### src/rtl/alu_arb_pkg.sv
// rtl/alu_arb_pkg.sv - shared types and constants for the two-requester ALU arbiter
package alu_arb_pkg;

  typedef enum logic [1:0] {
    IDLE = 2'd0,
    EXEC = 2'd1,
    RESP = 2'd2
  } state_e;

  localparam logic OP_ADD = 1'b0;
  localparam logic OP_SUB = 1'b1;

  typedef logic req_id_t;

  function automatic logic [1:0] id_onehot(input req_id_t id);
    return id ? 2'b10 : 2'b01;
  endfunction

endpackage

### src/rtl/alu_arbiter_if.sv
// rtl/alu_arbiter_if.sv - request/response bundle between the requesters and the shared ALU
// ALU_OVF_EN adds the o_rsp_v overflow flag.
interface alu_arbiter_if #(
  parameter int DW = 16
);

  logic [1:0]    i_req_valid;
  logic [1:0]    o_req_ready;
  logic [1:0]    i_req_op_sel;
  logic [DW-1:0] i_req_a0;
  logic [DW-1:0] i_req_b0;
  logic [DW-1:0] i_req_a1;
  logic [DW-1:0] i_req_b1;
  logic [1:0]    o_rsp_valid;
  logic [1:0]    i_rsp_ready;
  logic [DW-1:0] o_rsp_data;
  logic          o_rsp_n;
  logic          o_rsp_z;
`ifdef ALU_OVF_EN
  logic          o_rsp_v;

  modport master (
    output i_req_valid, i_req_op_sel, i_req_a0, i_req_b0, i_req_a1, i_req_b1, i_rsp_ready,
    input  o_req_ready, o_rsp_valid, o_rsp_data, o_rsp_n, o_rsp_z, o_rsp_v
  );

  modport slave (
    input  i_req_valid, i_req_op_sel, i_req_a0, i_req_b0, i_req_a1, i_req_b1, i_rsp_ready,
    output o_req_ready, o_rsp_valid, o_rsp_data, o_rsp_n, o_rsp_z, o_rsp_v
  );
`else
  modport master (
    output i_req_valid, i_req_op_sel, i_req_a0, i_req_b0, i_req_a1, i_req_b1, i_rsp_ready,
    input  o_req_ready, o_rsp_valid, o_rsp_data, o_rsp_n, o_rsp_z
  );

  modport slave (
    input  i_req_valid, i_req_op_sel, i_req_a0, i_req_b0, i_req_a1, i_req_b1, i_rsp_ready,
    output o_req_ready, o_rsp_valid, o_rsp_data, o_rsp_n, o_rsp_z
  );
`endif

endinterface

### src/rtl/alu_addsub.sv
// rtl/alu_addsub.sv - combinational DW-bit add/sub with N/Z flags
// ALU_OVF_EN adds the signed-overflow output v_o.
module alu_addsub
  import alu_arb_pkg::*;
#(
  parameter int DW = 16
) (
  input  logic [DW-1:0] a_i,
  input  logic [DW-1:0] b_i,
  input  logic          op_i,
  output logic [DW-1:0] res_o,
  output logic          n_o,
  output logic          z_o
`ifdef ALU_OVF_EN
  ,
  output logic          v_o
`endif
);

  logic [DW-1:0] b_eff;

  // Subtraction reuses the adder as a + ~b + 1; the carry-out is dropped.
  assign b_eff = (op_i == OP_SUB) ? ~b_i : b_i;
  assign res_o = a_i + b_eff + {{(DW-1){1'b0}}, op_i};
  assign n_o   = res_o[DW-1];
  assign z_o   = (res_o == '0);

`ifdef ALU_OVF_EN
  assign v_o = (a_i[DW-1] == b_eff[DW-1]) & (res_o[DW-1] != a_i[DW-1]);
`endif

endmodule

### src/rtl/rr_arb2.sv
// rtl/rr_arb2.sv - two-way round-robin grant; ptr_i names the requester favoured on contention
module rr_arb2
  import alu_arb_pkg::*;
(
  input  logic [1:0] valid_i,
  input  req_id_t    ptr_i,
  output logic [1:0] grant_o
);

  always_comb begin
    grant_o = 2'b00;
    case (valid_i)
      2'b01:   grant_o = 2'b01;
      2'b10:   grant_o = 2'b10;
      2'b11:   grant_o = id_onehot(ptr_i);
      default: grant_o = 2'b00;
    endcase
  end

endmodule

### src/rtl/alu_arbiter.sv
// rtl/alu_arbiter.sv - round-robin sharing of one add/sub ALU between two requesters
// ALU_OVF_EN enables the registered signed-overflow flag o_rsp_v.
module alu_arbiter
  import alu_arb_pkg::*;
#(
  parameter int DW = 16
) (
  input logic          clk,
  input logic          reset,
  alu_arbiter_if.slave bus
);

  state_e        state_q;
  req_id_t       rr_ptr_q;
  req_id_t       id_q;
  logic          op_q;
  logic [DW-1:0] a_q;
  logic [DW-1:0] b_q;
  logic [1:0]    rsp_valid_q;
  logic [DW-1:0] data_q;
  logic          n_q;
  logic          z_q;

  logic [1:0]    grant;
  logic          req_hs;
  req_id_t       id_d;
  logic          op_d;
  logic [DW-1:0] a_d;
  logic [DW-1:0] b_d;

  logic [DW-1:0] alu_res;
  logic          alu_n;
  logic          alu_z;

  rr_arb2 u_rr_arb2 (
    .valid_i (bus.i_req_valid),
    .ptr_i   (rr_ptr_q),
    .grant_o (grant)
  );

  assign bus.o_req_ready = (state_q == IDLE) ? grant : 2'b00;
  assign req_hs          = |bus.o_req_ready;

  always_comb begin
    id_d = req_id_t'(grant[1]);
    op_d = bus.i_req_op_sel[id_d];
    a_d  = id_d ? bus.i_req_a1 : bus.i_req_a0;
    b_d  = id_d ? bus.i_req_b1 : bus.i_req_b0;
  end

`ifdef ALU_OVF_EN
  logic alu_v;
  logic v_q;

  alu_addsub #(.DW(DW)) u_alu (
    .a_i   (a_q),
    .b_i   (b_q),
    .op_i  (op_q),
    .res_o (alu_res),
    .n_o   (alu_n),
    .z_o   (alu_z),
    .v_o   (alu_v)
  );

  always_ff @(posedge clk or posedge reset) begin
    if (reset) begin
      v_q <= 1'b0;
    end else if (state_q == EXEC) begin
      v_q <= alu_v;
    end
  end

  assign bus.o_rsp_v = v_q;
`else
  alu_addsub #(.DW(DW)) u_alu (
    .a_i   (a_q),
    .b_i   (b_q),
    .op_i  (op_q),
    .res_o (alu_res),
    .n_o   (alu_n),
    .z_o   (alu_z)
  );
`endif

  always_ff @(posedge clk or posedge reset) begin
    if (reset) begin
      state_q     <= IDLE;
      rr_ptr_q    <= 1'b0;
      id_q        <= 1'b0;
      op_q        <= OP_ADD;
      a_q         <= '0;
      b_q         <= '0;
      rsp_valid_q <= 2'b00;
      data_q      <= '0;
      n_q         <= 1'b0;
      z_q         <= 1'b0;
    end else begin
      case (state_q)
        IDLE: begin
          if (req_hs) begin
            a_q      <= a_d;
            b_q      <= b_d;
            op_q     <= op_d;
            id_q     <= id_d;
            rr_ptr_q <= ~id_d;
            state_q  <= EXEC;
          end
        end
        EXEC: begin
          data_q      <= alu_res;
          n_q         <= alu_n;
          z_q         <= alu_z;
          rsp_valid_q <= id_onehot(id_q);
          state_q     <= RESP;
        end
        RESP: begin
          // Only the owner's ready retires the response.
          if (bus.i_rsp_ready[id_q]) begin
            rsp_valid_q <= 2'b00;
            state_q     <= IDLE;
          end
        end
        default: begin
          rsp_valid_q <= 2'b00;
          state_q     <= IDLE;
        end
      endcase
    end
  end

  assign bus.o_rsp_valid = rsp_valid_q;
  assign bus.o_rsp_data  = data_q;
  assign bus.o_rsp_n     = n_q;
  assign bus.o_rsp_z     = z_q;

endmodule

### src/flat_wrapper.sv
// flat-port wrapper written by rule: the top's interface ports become plain ports
module alu_arbiter_flat import alu_arb_pkg::*;
#(
  parameter int DW = 16
)
  (clk, reset, bus_i_req_valid, bus_i_req_op_sel, bus_i_req_a0, bus_i_req_b0, bus_i_req_a1, bus_i_req_b1, bus_i_rsp_ready, bus_o_req_ready, bus_o_rsp_valid, bus_o_rsp_data, bus_o_rsp_n, bus_o_rsp_z);
  alu_arbiter_if #(.DW(DW)) bus_i ();
  input logic clk;
  input logic reset;
  input wire logic [$bits(bus_i.i_req_valid)-1:0] bus_i_req_valid;
  input wire logic [$bits(bus_i.i_req_op_sel)-1:0] bus_i_req_op_sel;
  input wire logic [$bits(bus_i.i_req_a0)-1:0] bus_i_req_a0;
  input wire logic [$bits(bus_i.i_req_b0)-1:0] bus_i_req_b0;
  input wire logic [$bits(bus_i.i_req_a1)-1:0] bus_i_req_a1;
  input wire logic [$bits(bus_i.i_req_b1)-1:0] bus_i_req_b1;
  input wire logic [$bits(bus_i.i_rsp_ready)-1:0] bus_i_rsp_ready;
  output wire logic [$bits(bus_i.o_req_ready)-1:0] bus_o_req_ready;
  output wire logic [$bits(bus_i.o_rsp_valid)-1:0] bus_o_rsp_valid;
  output wire logic [$bits(bus_i.o_rsp_data)-1:0] bus_o_rsp_data;
  output wire logic [$bits(bus_i.o_rsp_n)-1:0] bus_o_rsp_n;
  output wire logic [$bits(bus_i.o_rsp_z)-1:0] bus_o_rsp_z;
  assign bus_i.i_req_valid = bus_i_req_valid;
  assign bus_i.i_req_op_sel = bus_i_req_op_sel;
  assign bus_i.i_req_a0 = bus_i_req_a0;
  assign bus_i.i_req_b0 = bus_i_req_b0;
  assign bus_i.i_req_a1 = bus_i_req_a1;
  assign bus_i.i_req_b1 = bus_i_req_b1;
  assign bus_i.i_rsp_ready = bus_i_rsp_ready;
  assign bus_o_req_ready = bus_i.o_req_ready;
  assign bus_o_rsp_valid = bus_i.o_rsp_valid;
  assign bus_o_rsp_data = bus_i.o_rsp_data;
  assign bus_o_rsp_n = bus_i.o_rsp_n;
  assign bus_o_rsp_z = bus_i.o_rsp_z;
  alu_arbiter #(.DW(DW)) u_core (.clk(clk), .reset(reset), .bus(bus_i));
endmodule
### config.mk
export PLATFORM = sky130hd
export DESIGN_NAME = alu_arbiter_flat
export DESIGN_NICKNAME = d
export VERILOG_FILES = /design/src/rtl/alu_arb_pkg.sv /design/src/rtl/alu_arbiter_if.sv /design/src/rtl/alu_addsub.sv /design/src/rtl/rr_arb2.sv /design/src/rtl/alu_arbiter.sv /design/src/flat_wrapper.sv
export SDC_FILE = /design/constraint.sdc
export NUM_CORES = 1
export LEC_CHECK = 0
export CAP_MARGIN = 20
export CORE_ASPECT_RATIO = 1.5
export CORE_MARGIN = 2
export CORE_UTILIZATION = 48
export CTS_CLUSTER_DIAMETER = 80
export DETAILED_ROUTE_END_ITERATION = 16
export PLACE_DENSITY = 0.85
export SLEW_MARGIN = 20
export SYNTH_ARGS = -nofsm -noshare
export SYNTH_HDL_FRONTEND = slang
export SYNTH_SLANG_ARGS = --single-unit
### constraint.sdc
create_clock -name clk -period 4.03 [get_ports clk]
set_input_delay 0.806 -clock clk [delete_from_list [all_inputs] [get_ports clk]]
set_output_delay 0.806 -clock clk [all_outputs]
set_load 0.02 [all_outputs]
Word level (Yosys, flattened, before mapping)
Cells that the tools add are included.

cells by class
  $add $sub $neg = 2
  reduce and logical (&&, ||, !) cells = 6
  mux-type cells = 15
  order comparisons = 2
  equality and inequality tests = 7
  bitwise logic cells = 3

operator list
  operator                                                                count
  16-bit two-way mux                                                      3
  2-bit case mux with 3 select lines                                      3
  16-bit by 1-bit adder with 16-bit output                                1
  16-bit adder                                                            1
  16-bit logical NOT                                                      1
  16-bit NOT                                                              1
  2-bit two-way mux                                                       5
  2-bit equality test (second input constant)                             3
  2-bit AND reduction                                                     3
  2-bit by 1-bit equality test with 1-bit output (second input constant)  2
  1-bit by 2-bit < comparator with 1-bit output (second input constant)   2
  1-bit two-way mux                                                       4
  2-bit by 1-bit != test with 1-bit output (second input constant)        2
  2-bit logical NOT                                                       1
  1-bit NOT                                                               2
  2-bit OR reduction                                                      1

word-level totals
  logic and storage cells = 45
  register bits = 57
  output and inout port bits = 22
  input bits = 72

Longest topological paths before layout
Gate-level depths: netlist (run 1).

  depth in word-level cells = 6
  mapped depth = 12
  depth with buffers taken out = 10

Cells and area by module
From an unflattened synthesis (run 1), not the netlist that was laid out.

unflattened totals
  cells, all modules = 310
  area total of the unflattened synthesis = 3422.0 um^2

modules (own cells, without submodules)
  module       cells each  times used  seq. area each (um^2)  area each (um^2)
  alu_arbiter  183         1           1426.4                 2441.1
  alu_addsub   124         1           0.0                    962.2
  rr_arb2      3           1           0.0                    18.8

Worst setup path before layout (run 1)
OpenSTA, ideal clock, no wires.

  kind = register to register
  start point = reg u_core.op_q
  end point = reg u_core.z_q (netlist: u_core.bus.o_rsp_z)
  clock period less this slack = 2.922 ns
  slack = 1.108 ns
  library setup time = 0.104 ns
  buffers on the path = 3
  cell stages (with the launch flop) = 12
  data arrival time = 2.818 ns
  required time = 3.926 ns
  cell sequence = dfrtp_1 buf_4 buf_1 xor2_1 ha_1 clkbuf_1 mux2_2 a311oi_1 o211ai_1 nor4_1 nand4_1 o41ai_2

on the way
  word-level cells in the longest chain between the ends = 4

RTL lines
  what                                          line                source
  from (decl)                                   alu_arbiter.sv:16   logic op_q;
  from (signal assigned)                        alu_arbiter.sv:103  op_q <= op_d;
  16-bit two-way mux                            alu_addsub.sv:23    assign b_eff = (op_i == OP_SUB) ? ~b_i : b_i;
  16-bit adder                                  alu_addsub.sv:24    assign res_o = a_i + b_eff + {{(DW-1){1'b0}}, op_i};
  16-bit by 1-bit adder with 16-bit output (*)  alu_addsub.sv:24
  16-bit logical NOT (*)                        alu_addsub.sv:26    assign z_o = (res_o == '0);
  to (signal assigned)                          alu_arbiter.sv:112  z_q <= alu_z;
  to (decl)                                     alu_arbiter.sv:22   logic z_q;

Mark *: on every way between the ends. The rest lies on a longest branch, timed or not.
A chain may end at the register's enable or synchronous reset.

Worst setup path after layout (run 1)
  start point = in bus_i_req_valid[1]
  end point = out bus_o_req_ready[1]

on the way
  word-level cells in the longest chain between the ends = 3
  elaborated cells on any way between the ends = 5
  those cells by class = eq/ne (3); mux (2)

RTL lines
  what                                                                                          line                source
  from (decl)                                                                                   flat_wrapper.sv:10  input wire logic [$bits(bus_i.i_req_valid)-1:0] bus_i_req_valid;
  2-bit equality test / 2-bit by 1-bit equality test with 1-bit output (equally long branches)  rr_arb2.sv:12       case (valid_i)
  2-bit case mux with 3 select lines (*)                                                        rr_arb2.sv:12
  2-bit two-way mux (*)                                                                         alu_arbiter.sv:41   assign bus.o_req_ready = (state_q == IDLE) ? grant : 2'b00;
  to (decl)                                                                                     flat_wrapper.sv:17  output wire logic [$bits(bus_i.o_req_ready)-1:0] bus_o_req_ready;

Marks and branches as above.

==> impl_metrics.env, run 1 <==
export IMPL_status="finished, final reports clean"
export IMPL_rows=37
export IMPL_endpoint_kind="output pin"
export IMPL_maxSlewHeadroom=0.387
export IMPL_num_vias=3018
export IMPL_clk_latency_ns=0.31
export IMPL_critPathRequiredTime_ns=3.22
export IMPL_routed_wl_mm=7.71
export IMPL_htree_levels=2
export IMPL_ys_seq_area_frac=0.416
export IMPL_numPortBuffers=93
export IMPL_final_common_cell="clkdlybuf4s50_1"
export IMPL_num_nets_final=547
export IMPL_r2r_slack_ns=0.98
export IMPL_r2r_end="u_core.bus.o_rsp_z$_DFFE_PP0N_"
export IMPL_coreArea_um2=6850
export IMPL_synth_edf_count=0
export IMPL_routabilityCongestion=0.831
export IMPL_ys_types=52
export IMPL_io_pins=94
export IMPL_dp_hpwl_mm=5.98
export IMPL_cts_hold_buf=0
export IMPL_die_w_um=72.4
export IMPL_finalSetupViolCount=0
export IMPL_slowest_delay_ns=0.64
export IMPL_crit_slowest_cell="clkdlybuf4s50_1"
export IMPL_post_route_period_util=0.782
export IMPL_ant_nets=0
export IMPL_crit_top_cell="clkdlybuf4s50_1"
export IMPL_p_leak_nw=2.05
export IMPL_powerDensity_nw_per_um2=1040
export IMPL_firstDrtPassIters=4
export IMPL_worst_pin_slew_ns=0.919
export IMPL_rsz0062_at_grt="false"
export IMPL_grt_use_total=0.211
export IMPL_antenna_found_initial=0
export IMPL_grt_pass1_wl_mm=13.0
export IMPL_hp_class="reg2reg"
export IMPL_syn_to_final_growth_pct=32.9
export IMPL_vdd_ir_drop_worst_uv=551
export IMPL_min_period_ns=3.15
export IMPL_netlist_area_um2=3370
export IMPL_critical_path_peak_fanout=6
export IMPL_dieArea_um2=7720
export IMPL_drv_slew=0
export IMPL_start_util=0.492
export IMPL_grt_pass1_vias=2925
export IMPL_crit_path_cell_trace="clkdlybuf4s50_1, o21ai_1, buf_4, nor3_2, clkdlybuf4s50_1"
export IMPL_yosys_warnings=0
export IMPL_synthFlopType="dfrtp_1"
export IMPL_fin_util=0.653
export IMPL_min_to="u_core.bus.o_rsp_data[8]$_DFFE_PP0N_"
export IMPL_setup_tns_ns=0
export IMPL_drc=0
export IMPL_hold_violations=0
export IMPL_ys_ff_latch=56
export IMPL_vias_per_cell=5.62
export IMPL_n_antenna_cell=0
export IMPL_hold_depth=2
export IMPL_clock_sinks=56
export IMPL_syn_instance_count=374
export IMPL_min_from="u_core.bus.o_rsp_data[8]$_DFFE_PP0N_"
export IMPL_worstSetupStartpointType="input pin"
export IMPL_clk_pin_slew_ns=0.09
export IMPL_cts_tree="yes"
export IMPL_synth_net_count=463
export IMPL_final_cell_mix="clkdlybuf4s50_1 (93), nand2_1 (90), dfrtp_1 (56), a22oi_1 (28), o21ai_0 (24)"
export IMPL_drive_gt1_frac=0.0675
export IMPL_cts_buffers=5
export IMPL_detail_route_iter0_violations=128
export IMPL_reg2reg_from="u_core.op_q$_DFFE_PP0P_"
export IMPL_ys_async_sr_fraction=1.00
export IMPL_rr_worst_depth=10
export IMPL_syn_avg_cell_area_um2=9.01
export IMPL_crit_type="in2out"
export IMPL_clock_skew_final_ns=0.00301
export IMPL_wl_per_cell_um=14.4
export IMPL_clock_tree_buffer_depth=2
export IMPL_grt_max_degree=57
export IMPL_critical_path_arrival_ns=2.35
export IMPL_max_freq_mhz=317
export IMPL_cts_resized=0
export IMPL_setup_slack_ns=0.877
export IMPL_pre_cts_slack_ns=0.876
export IMPL_die_height_um=107
export IMPL_root_buffer="clkbuf_8"
export IMPL_cts_setup_buffers=0
export IMPL_maxCapViolations=0
export IMPL_gr_total_overflow=0
[where the power goes]
part           internal (W)  switching [W]  leakage (nW)  total (W)
Sequential         0.000847       0.000214         0.686    0.00106
Clock              0.000219       0.000175        0.0645   0.000394
Combinational       0.00138        0.00184          1.30    0.00322
[sequential cells by signal, summed over array words and instances (netlist names), 2 cells and up]
| signal | flops |
|---|---|
| u_core.a_q | 16 |
| u_core.bus.o_rsp_data | 15 |
| u_core.state_q | 2 |
| u_core.bus.o_rsp_valid | 2 |
| u_core.b_q | 16 |
[synthesized netlist by cell type, types with 6 or more instances]
| cell | number | share of area |
|---|---|---|
| clkbuf_1 | 13 | 0.014 |
| nand3_1 | 6 | 0.0089 |
| inv_1 | 12 | 0.013 |
| o21ai_0 | 24 | 0.036 |
| dfrtp_1 | 56 | 0.42 |
| a21oi_1 | 8 | 0.012 |
| nand2_1 | 90 | 0.10 |
| xnor2_1 | 7 | 0.018 |
| xor2_1 | 18 | 0.047 |
| ha_1 | 16 | 0.059 |
| a21o_1 | 7 | 0.016 |
| nor2_1 | 12 | 0.013 |
| a22oi_1 | 28 | 0.062 |
| mux2i_1 | 7 | 0.021 |
[final cells by class]
class	count	area [µm²]
Timing Repair Buffer	98	968
Multi-Input combinational cell	285	1840
Clock buffer	7	96.3
Inverter	12	46.3
Tap cell	78	97.6
Clock inverter	1	30.0
Sequential cell	56	1400
Fill cell	570	2370
[critical path: cells and delay by family]
kind	cells	cell delay (ns)
simple gates	1	0.16
buf+inv	3	1.31
compound gates	1	0.07
[metal layers]
| layer | share of wire | global-route usage | vias to the layer above | wire length [µm] |
|---|---|---|---|---|
| li1 | - | - | 1478 | - |
| met1 | 0.41 | 0.266 | 1432 | 3160 |
| met2 | 0.52 | 0.357 | 90 | 4050 |
| met3 | 0.037 | 0.0216 | 18 | 286 |
| met4 | 0.028 | 0.103 | 0 | 219 |
| met5 | 0 | 0 | - | 0 |
[metrics by stage]
step                      total power, W  hold slack [ns]  cells  area (µm²)
final                            0.00467            0.478    537        4480
after global routing             0.00508            0.526    537        4480
after CTS                        0.00466            0.487    537        4480
after detailed placement         0.00423            0.465    529        4350
after global placement           0.00411            0.461    529        4350
after floorplan                  0.00345            0.453    374        3370
[cell families (layout without fill, tap and decap cells)]
| logic type | Yosys count | after routing | share of synthesized area |
|---|---|---|---|
| multiplexers | 13 | 13 | 0.0416 |
| AND/OR/NAND/NOR | 133 | 133 | 0.169 |
| adder cells (fa/ha/maj) | 17 | 17 | 0.0654 |
| flip-flops | 56 | 56 | 0.416 |
| XOR/XNOR | 25 | 25 | 0.0650 |
| AO/OA/AOI/OAI | 97 | 97 | 0.200 |
| buffers and inverters | 33 | 118 | 0.0427 |
[how the worst max path moves through the flow]
| stage | end | startpoint | depth (start not counted) | slack, ns |
|---|---|---|---|---|
| 2_1_floorplan | u_core.bus.o_rsp_z$_DFFE_PP0N_ | u_core.op_q$_DFFE_PP0P_ | 11 | 1.11 |
| 3_3_place_gp | bus_o_req_ready[1] | bus_i_req_valid[1] | 5 | 0.90 |
| 3_5_place_dp | bus_o_req_ready[0] | bus_i_req_valid[0] | 4 | 0.88 |
| 4_1_cts | bus_o_req_ready[1] | bus_i_req_valid[1] | 5 | 0.87 |
| 5_1_grt | u_core.bus.o_rsp_z$_DFFE_PP0N_ | u_core.op_q$_DFFE_PP0P_ | 10 | 0.77 |
| 6_report | bus_o_req_ready[1] | bus_i_req_valid[1] | 5 | 0.88 |
Power figures use the tool's default switching activity.
==> run 2: changes to the inputs <==
--- a/config.mk
+++ b/config.mk
@@ -8,10 +8,10 @@
 export CAP_MARGIN = 20
 export CORE_ASPECT_RATIO = 1.5
 export CORE_MARGIN = 2
-export CORE_UTILIZATION = 48
+export CORE_UTILIZATION = 44
 export CTS_CLUSTER_DIAMETER = 80
 export DETAILED_ROUTE_END_ITERATION = 16
-export PLACE_DENSITY = 0.85
+export PLACE_DENSITY = 0.82
 export SLEW_MARGIN = 20
 export SYNTH_ARGS = -nofsm -noshare
 export SYNTH_HDL_FRONTEND = slang
==> constraint.sdc (replaced) <==
create_clock -name clk -period 2.7 [get_ports clk]
set_input_delay 0.54 -clock clk [delete_from_list [all_inputs] [get_ports clk]]
set_output_delay 0.54 -clock clk [all_outputs]
set_load 0.02 [all_outputs]
==> impl_metrics.env, run 2 (synthesis gave the netlist of run 1 again) <==
export IMPL_r2r_end="u_core.bus.o_rsp_z$_DFFE_PP0N_"
export IMPL_htree_levels=2
export IMPL_die_w_um=75.4
export IMPL_final_common_cell="clkdlybuf4s50_1"
export IMPL_antenna_found_initial=0
export IMPL_critical_path_arrival_ns=2.91
export IMPL_grt_use_total=0.219
export IMPL_critPathRequiredTime_ns=2.89
export IMPL_slowest_delay_ns=0.44
export IMPL_die_height_um=111
export IMPL_grt_pass1_wl_mm=14.6
export IMPL_status="finished, violations left"
export IMPL_routed_wl_mm=8.27
export IMPL_hold_violations=0
export IMPL_num_nets_final=575
export IMPL_violations="negative setup slack"
export IMPL_detail_route_iter0_violations=209
export IMPL_critical_path_peak_fanout=9
export IMPL_rows=39
export IMPL_crit_type="reg2reg"
export IMPL_min_period_ns=2.72
export IMPL_wl_per_cell_um=14.0
export IMPL_final_cell_mix="clkdlybuf4s50_1 (92), nand2_1 (90), dfrtp_1 (55), buf_4 (33), a22oi_1 (28)"
export IMPL_busiest_layer="met2"
export IMPL_num_vias=3031
export IMPL_fillerInstances=645
export IMPL_cts_buffers=5
export IMPL_cts_tree="yes"
export IMPL_rsz0062_at_grt="true"
export IMPL_io_pins=94
export IMPL_vias_per_cell=5.15
export IMPL_grt_max_degree=57
export IMPL_clock_tree_buffer_depth=2
export IMPL_start_util=0.448
export IMPL_hold_depth=2
export IMPL_grtUsageMet3=0.0236
export IMPL_gr_total_overflow=0
export IMPL_routabilityCongestion=0.929
export IMPL_finalSetupViolCount=1
export IMPL_n_antenna_cell=0
export IMPL_grtUsageMet2=0.378
export IMPL_clk_pin_slew_ns=0.07
export IMPL_endpoint_kind="register"
export IMPL_hp_class="reg2reg"
export IMPL_maxCapViolations=0
export IMPL_dp_hpwl_mm=6.58
export IMPL_worst_pin_slew_ns=0.680
export IMPL_grt_pass1_vias=3178
export IMPL_crit_path_cell_trace="buf_4, xor2_1, ha_1, a21o_1, or3_1, o21a_2, a31o_1, a21oi_2, xnor2_1, o41ai_2"
export IMPL_dieArea_um2=8380
export IMPL_ant_nets=0
export IMPL_setup_slack_ns=-0.0224
export IMPL_drc=0
export IMPL_syn_to_final_growth_pct=43.4
export IMPL_drive_gt1_frac=0.138
export IMPL_r2r_slack_ns=-0.02
export IMPL_drv_slew=0
export IMPL_clock_sinks=56
export IMPL_rr_worst_depth=10
export IMPL_max_freq_mhz=367
export IMPL_cts_hold_buf=0
export IMPL_whs_ns=0.472
export IMPL_maxSlewHeadroom=0.546
export IMPL_clock_skew_final_ns=0.00365
export IMPL_cts_setup_buffers=0
export IMPL_coreArea_um2=7510
export IMPL_worstSetupStartpointType="register"
export IMPL_root_buffer="clkbuf_16"
export IMPL_post_route_period_util=1.01
export IMPL_min_from="u_core.bus.o_rsp_data[8]$_DFFE_PP0N_"
export IMPL_firstDrtPassIters=4
export IMPL_numPortBuffers=93
export IMPL_reg2reg_from="u_core.op_q$_DFFE_PP0P_"
export IMPL_min_to="u_core.bus.o_rsp_data[8]$_DFFE_PP0N_"
export IMPL_crit_slowest_cell="dfrtp_2"
export IMPL_clk_latency_ns=0.29
export IMPL_fin_util=0.643
export IMPL_grtUsageMet1=0.282
run 2: worst max path at each step:
stage / start / end / slack [ns] / cells past startpoint
detailed placement: u_core.op_q$_DFFE_PP0P_ / u_core.bus.o_rsp_z$_DFFE_PP0N_ / -0.09 / 11
global route: u_core.op_q$_DFFE_PP0P_ / u_core.bus.o_rsp_z$_DFFE_PP0N_ / -0.20 / 10
floorplan: u_core.op_q$_DFFE_PP0P_ / u_core.bus.o_rsp_z$_DFFE_PP0N_ / 0.02 / 12
CTS: u_core.op_q$_DFFE_PP0P_ / u_core.bus.o_rsp_z$_DFFE_PP0N_ / -0.03 / 10
finish: u_core.op_q$_DFFE_PP0P_ / u_core.bus.o_rsp_z$_DFFE_PP0N_ / -0.02 / 10
global placement: u_core.op_q$_DFFE_PP0P_ / u_core.bus.o_rsp_z$_DFFE_PP0N_ / -0.01 / 9
run 2: per-stage QoR:
step	setup WS (ns)	std cells	setup TNS, ns	instance area (µm²)
after floorplan	0.0160	374	0	3380
after detailed placement	-0.0935	581	-0.125	4590
after global routing	-0.201	589	-0.385	4830
after CTS	-0.0283	589	-0.0283	4800
final	-0.0224	589	-0.0224	4830
after global placement	-0.0149	581	-0.0149	4590
run 2: area by class of cell:
| cell class | count | area, µm² | share of cell area |
|---|---|---|---|
| well taps | 102 | 128 | 0.0264 |
| multi-input cells | 285 | 1890 | 0.391 |
| repair buffers | 126 | 1180 | 0.245 |
| clock buffers | 7 | 153 | 0.0316 |
| inverters | 12 | 45.0 | 0.00933 |
| clock inverters | 1 | 30.0 | 0.00622 |
| flip-flops and latches | 56 | 1400 | 0.290 |
run 2: repair_timing:
action,in CTS,in global routing
resized for setup,5,8
pin swaps,0,0
endpoints found under the setup margin,2,6
run 2: critical path, delay by kind of cell (launching register included):
| family | cells | cell delay (ns) |
|---|---|---|
| xor+xnor | 2 | 0.25 |
| buf+inv | 1 | 0.20 |
| compound gates | 5 | 1.07 |
| simple gates | 1 | 0.35 |
| flops | 1 | 0.44 |
| fa+ha+maj | 1 | 0.30 |
run 2: routing by layer:
layer,part of all wire,vias up
met5,0,-
met4,0.014,0
met3,0.031,7
met2,0.54,68
met1,0.42,1425
li1,-,1531
Power of run 2 is left out: the tool's default activity adds up to more than one toggle a clock period on the data nets, which glitch-free logic cannot reach.
==> run 3: changes to the inputs <==
--- a/config.mk
+++ b/config.mk
@@ -5,13 +5,14 @@
 export SDC_FILE = /design/constraint.sdc
 export NUM_CORES = 1
 export LEC_CHECK = 0
-export CAP_MARGIN = 20
+export ABC_AREA = 1
+export CAP_MARGIN = 15
 export CORE_ASPECT_RATIO = 1.5
 export CORE_MARGIN = 2
-export CORE_UTILIZATION = 44
+export CORE_UTILIZATION = 29
 export CTS_CLUSTER_DIAMETER = 80
 export DETAILED_ROUTE_END_ITERATION = 16
-export PLACE_DENSITY = 0.82
+export PLACE_DENSITY = 0.59
 export SLEW_MARGIN = 20
 export SYNTH_ARGS = -nofsm -noshare
 export SYNTH_HDL_FRONTEND = slang
==> impl_metrics.env, run 3 <==
export IMPL_cts_resized=0
export IMPL_placed_area_um2=4600
export IMPL_grt_pass1_wl_mm=14.6
export IMPL_clock_sinks=56
export IMPL_clk_pin_slew_ns=0.07
export IMPL_num_vias=3257
export IMPL_num_nets_final=652
export IMPL_routabilityCongestion=0.855
export IMPL_detail_route_iter0_violations=91
export IMPL_root_buffer="clkbuf_16"
export IMPL_rsz0062_at_grt="false"
export IMPL_powerDensity_nw_per_um2=1500
export IMPL_critical_path_peak_fanout=3
export IMPL_clock_skew_final_ns=0.00848
export IMPL_worstSetupStartpointType="input pin"
export IMPL_synth_area_leaders="dfrtp_1 (40%), nand2_1 (18%), a22oi_1 (6.0%), inv_1 (5.8%), ha_1 (5.7%)"
export IMPL_synth_net_count=558
export IMPL_clk_latency_ns=0.30
export IMPL_syn_avg_cell_area_um2=7.45
export IMPL_ys_ff_latch=56
export IMPL_hold_violations=0
export IMPL_vdd_ir_drop_worst_uv=531
export IMPL_numPortBuffers=93
export IMPL_clock_tree_buffer_depth=2
export IMPL_die_w_um=93.6
export IMPL_drv_slew=0
export IMPL_final_common_cell="nand2_1"
export IMPL_cts_buffers=5
export IMPL_io_pins=94
export IMPL_dieArea_um2=13000
export IMPL_final_cells=717
export IMPL_synth_edf_count=0
export IMPL_antenna_found_initial=0
export IMPL_netlist_area_um2=3490
export IMPL_drc=0
export IMPL_max_freq_mhz=409
export IMPL_coreArea_um2=11900
export IMPL_post_route_period_util=0.905
export IMPL_yosysTopAreaCell="dfrtp_1"
export IMPL_ant_nets=0
export IMPL_cts_tree="yes"
export IMPL_critical_path_arrival_ns=1.90
export IMPL_placedCellCount=709
export IMPL_yosysMostFrequentCell="nand2_1"
export IMPL_htree_levels=2
export IMPL_finalSetupViolCount=0
export IMPL_p_leak_nw=2.36
export IMPL_whs_ns=0.484
export IMPL_die_height_um=138
export IMPL_start_util=0.294
export IMPL_crit_type="in2out"
export IMPL_gr_total_overflow=0
export IMPL_grt_max_degree=30
export IMPL_setup_slack_ns=0.255
export IMPL_maxCapViolations=0
export IMPL_final_area_um2=4750
export IMPL_cts_hold_buf=0
export IMPL_synth_top_area_share=0.401
export IMPL_hp_class="reg2reg"
export IMPL_syn_to_final_growth_pct=35.9
export IMPL_synthFlopType="dfrtp_1"
export IMPL_status="finished, final reports clean"
export IMPL_vias_per_cell=4.54
export IMPL_pre_cts_slack_ns=0.251
export IMPL_worst_pin_slew_ns=0.693
export IMPL_drive_gt1_frac=0.0550
export IMPL_wl_per_cell_um=12.3
export IMPL_dp_hpwl_mm=7.23
export IMPL_ys_async_sr_fraction=1.00
export IMPL_ys_seq_area_frac=0.401
export IMPL_r2r_slack_ns=0.35
export IMPL_synth_common_cells="nand2_1 (166), dfrtp_1 (56), inv_1 (54), a22oi_1 (28), nor2_1 (26)"
export IMPL_routed_wl_mm=8.79
export IMPL_final_cell_mix="nand2_1 (166), clkdlybuf4s50_1 (93), dfrtp_1 (56), inv_1 (53), a22oi_1 (28)"
export IMPL_yosys_warnings=0
export IMPL_ys_types=26
export IMPL_grt_use_total=0.141
export IMPL_cts_setup_buffers=0
export IMPL_firstDrtPassIters=4
export IMPL_n_antenna_cell=0
export IMPL_min_period_ns=2.44
export IMPL_critPathRequiredTime_ns=2.16
export IMPL_endpoint_kind="output pin"
export IMPL_maxSlewHeadroom=0.538
export IMPL_grt_pass1_vias=3245
export IMPL_setup_tns_ns=0
export IMPL_syn_instance_count=469
export IMPL_rows=49
run 3: path summary, 6_finish.rpt:
kind,cells past startpoint,startpoint,endpoint
max,5,bus_i_req_valid[1],bus_o_req_ready[0]
min,2,u_core.bus.o_rsp_data[11]$_DFFE_PP0N_,u_core.bus.o_rsp_data[11]$_DFFE_PP0N_
max reg2reg,17,u_core.op_q$_DFFE_PP0P_,u_core.bus.o_rsp_z$_DFFE_PP0N_
min reg2reg,2,u_core.bus.o_rsp_data[11]$_DFFE_PP0N_,u_core.bus.o_rsp_data[11]$_DFFE_PP0N_
max in group asynchronous,3,reset,u_core.a_q[11]$_DFFE_PP0P_
min in group asynchronous,2,reset,u_core.a_q[0]$_DFFE_PP0P_
run 3: area by class of cell:
| type | instances | area [µm²] |
|---|---|---|
| sequential | 56 | 1400 |
| clock inverter | 3 | 25.0 |
| inverter | 57 | 214 |
| fill | 1263 | 7150 |
| multi-input combinational | 341 | 1790 |
| timing repair buffer | 102 | 998 |
| clock buffer | 5 | 125 |
| tap | 153 | 191 |
run 3: worst max-delay path: stages:
cell and delay [ns]:
clkdlybuf4s50_1 0.43, nand2_1 0.08, nand3_1 0.13, inv_1 0.11, clkdlybuf4s50_1 0.61
run 3: layer usage:
| layer | vias to the layer above | track usage | share of wire |
|---|---|---|---|
| met3 | 11 | 0.0213 | 0.033 |
| met4 | 0 | 0.0488 | 0.019 |
| met2 | 61 | 0.267 | 0.54 |
| met5 | - | 0 | 0 |
| met1 | 1493 | 0.156 | 0.40 |
| li1 | 1692 | - | - |
run 3: cells by family (layout without fill, tap and decap cells):
family	Yosys count	after routing	synth area share
buffers and inverters	72	167	0.0863
DFF	56	56	0.401
xor gates and xnor gates	20	20	0.0501
adders and majority gates	17	17	0.0630
and+or+nand+nor	236	236	0.277
AOI/OAI and AO/OA	68	68	0.123
run 3: where the power goes:
part / total [W] / switching, W / internal [W]
Sequential: 0.00152 / 0.000257 / 0.00126
Clock: 0.000668 / 0.000316 / 0.000351
Combinational: 0.00494 / 0.00304 / 0.00190
run 3: metrics by stage:
step                      total power (W)  utilization
after floorplan                   0.00518            -
after detailed placement          0.00652        0.386
final                             0.00712        0.399
after global routing              0.00796        0.399
after global placement            0.00643        0.386
after CTS                         0.00721        0.399
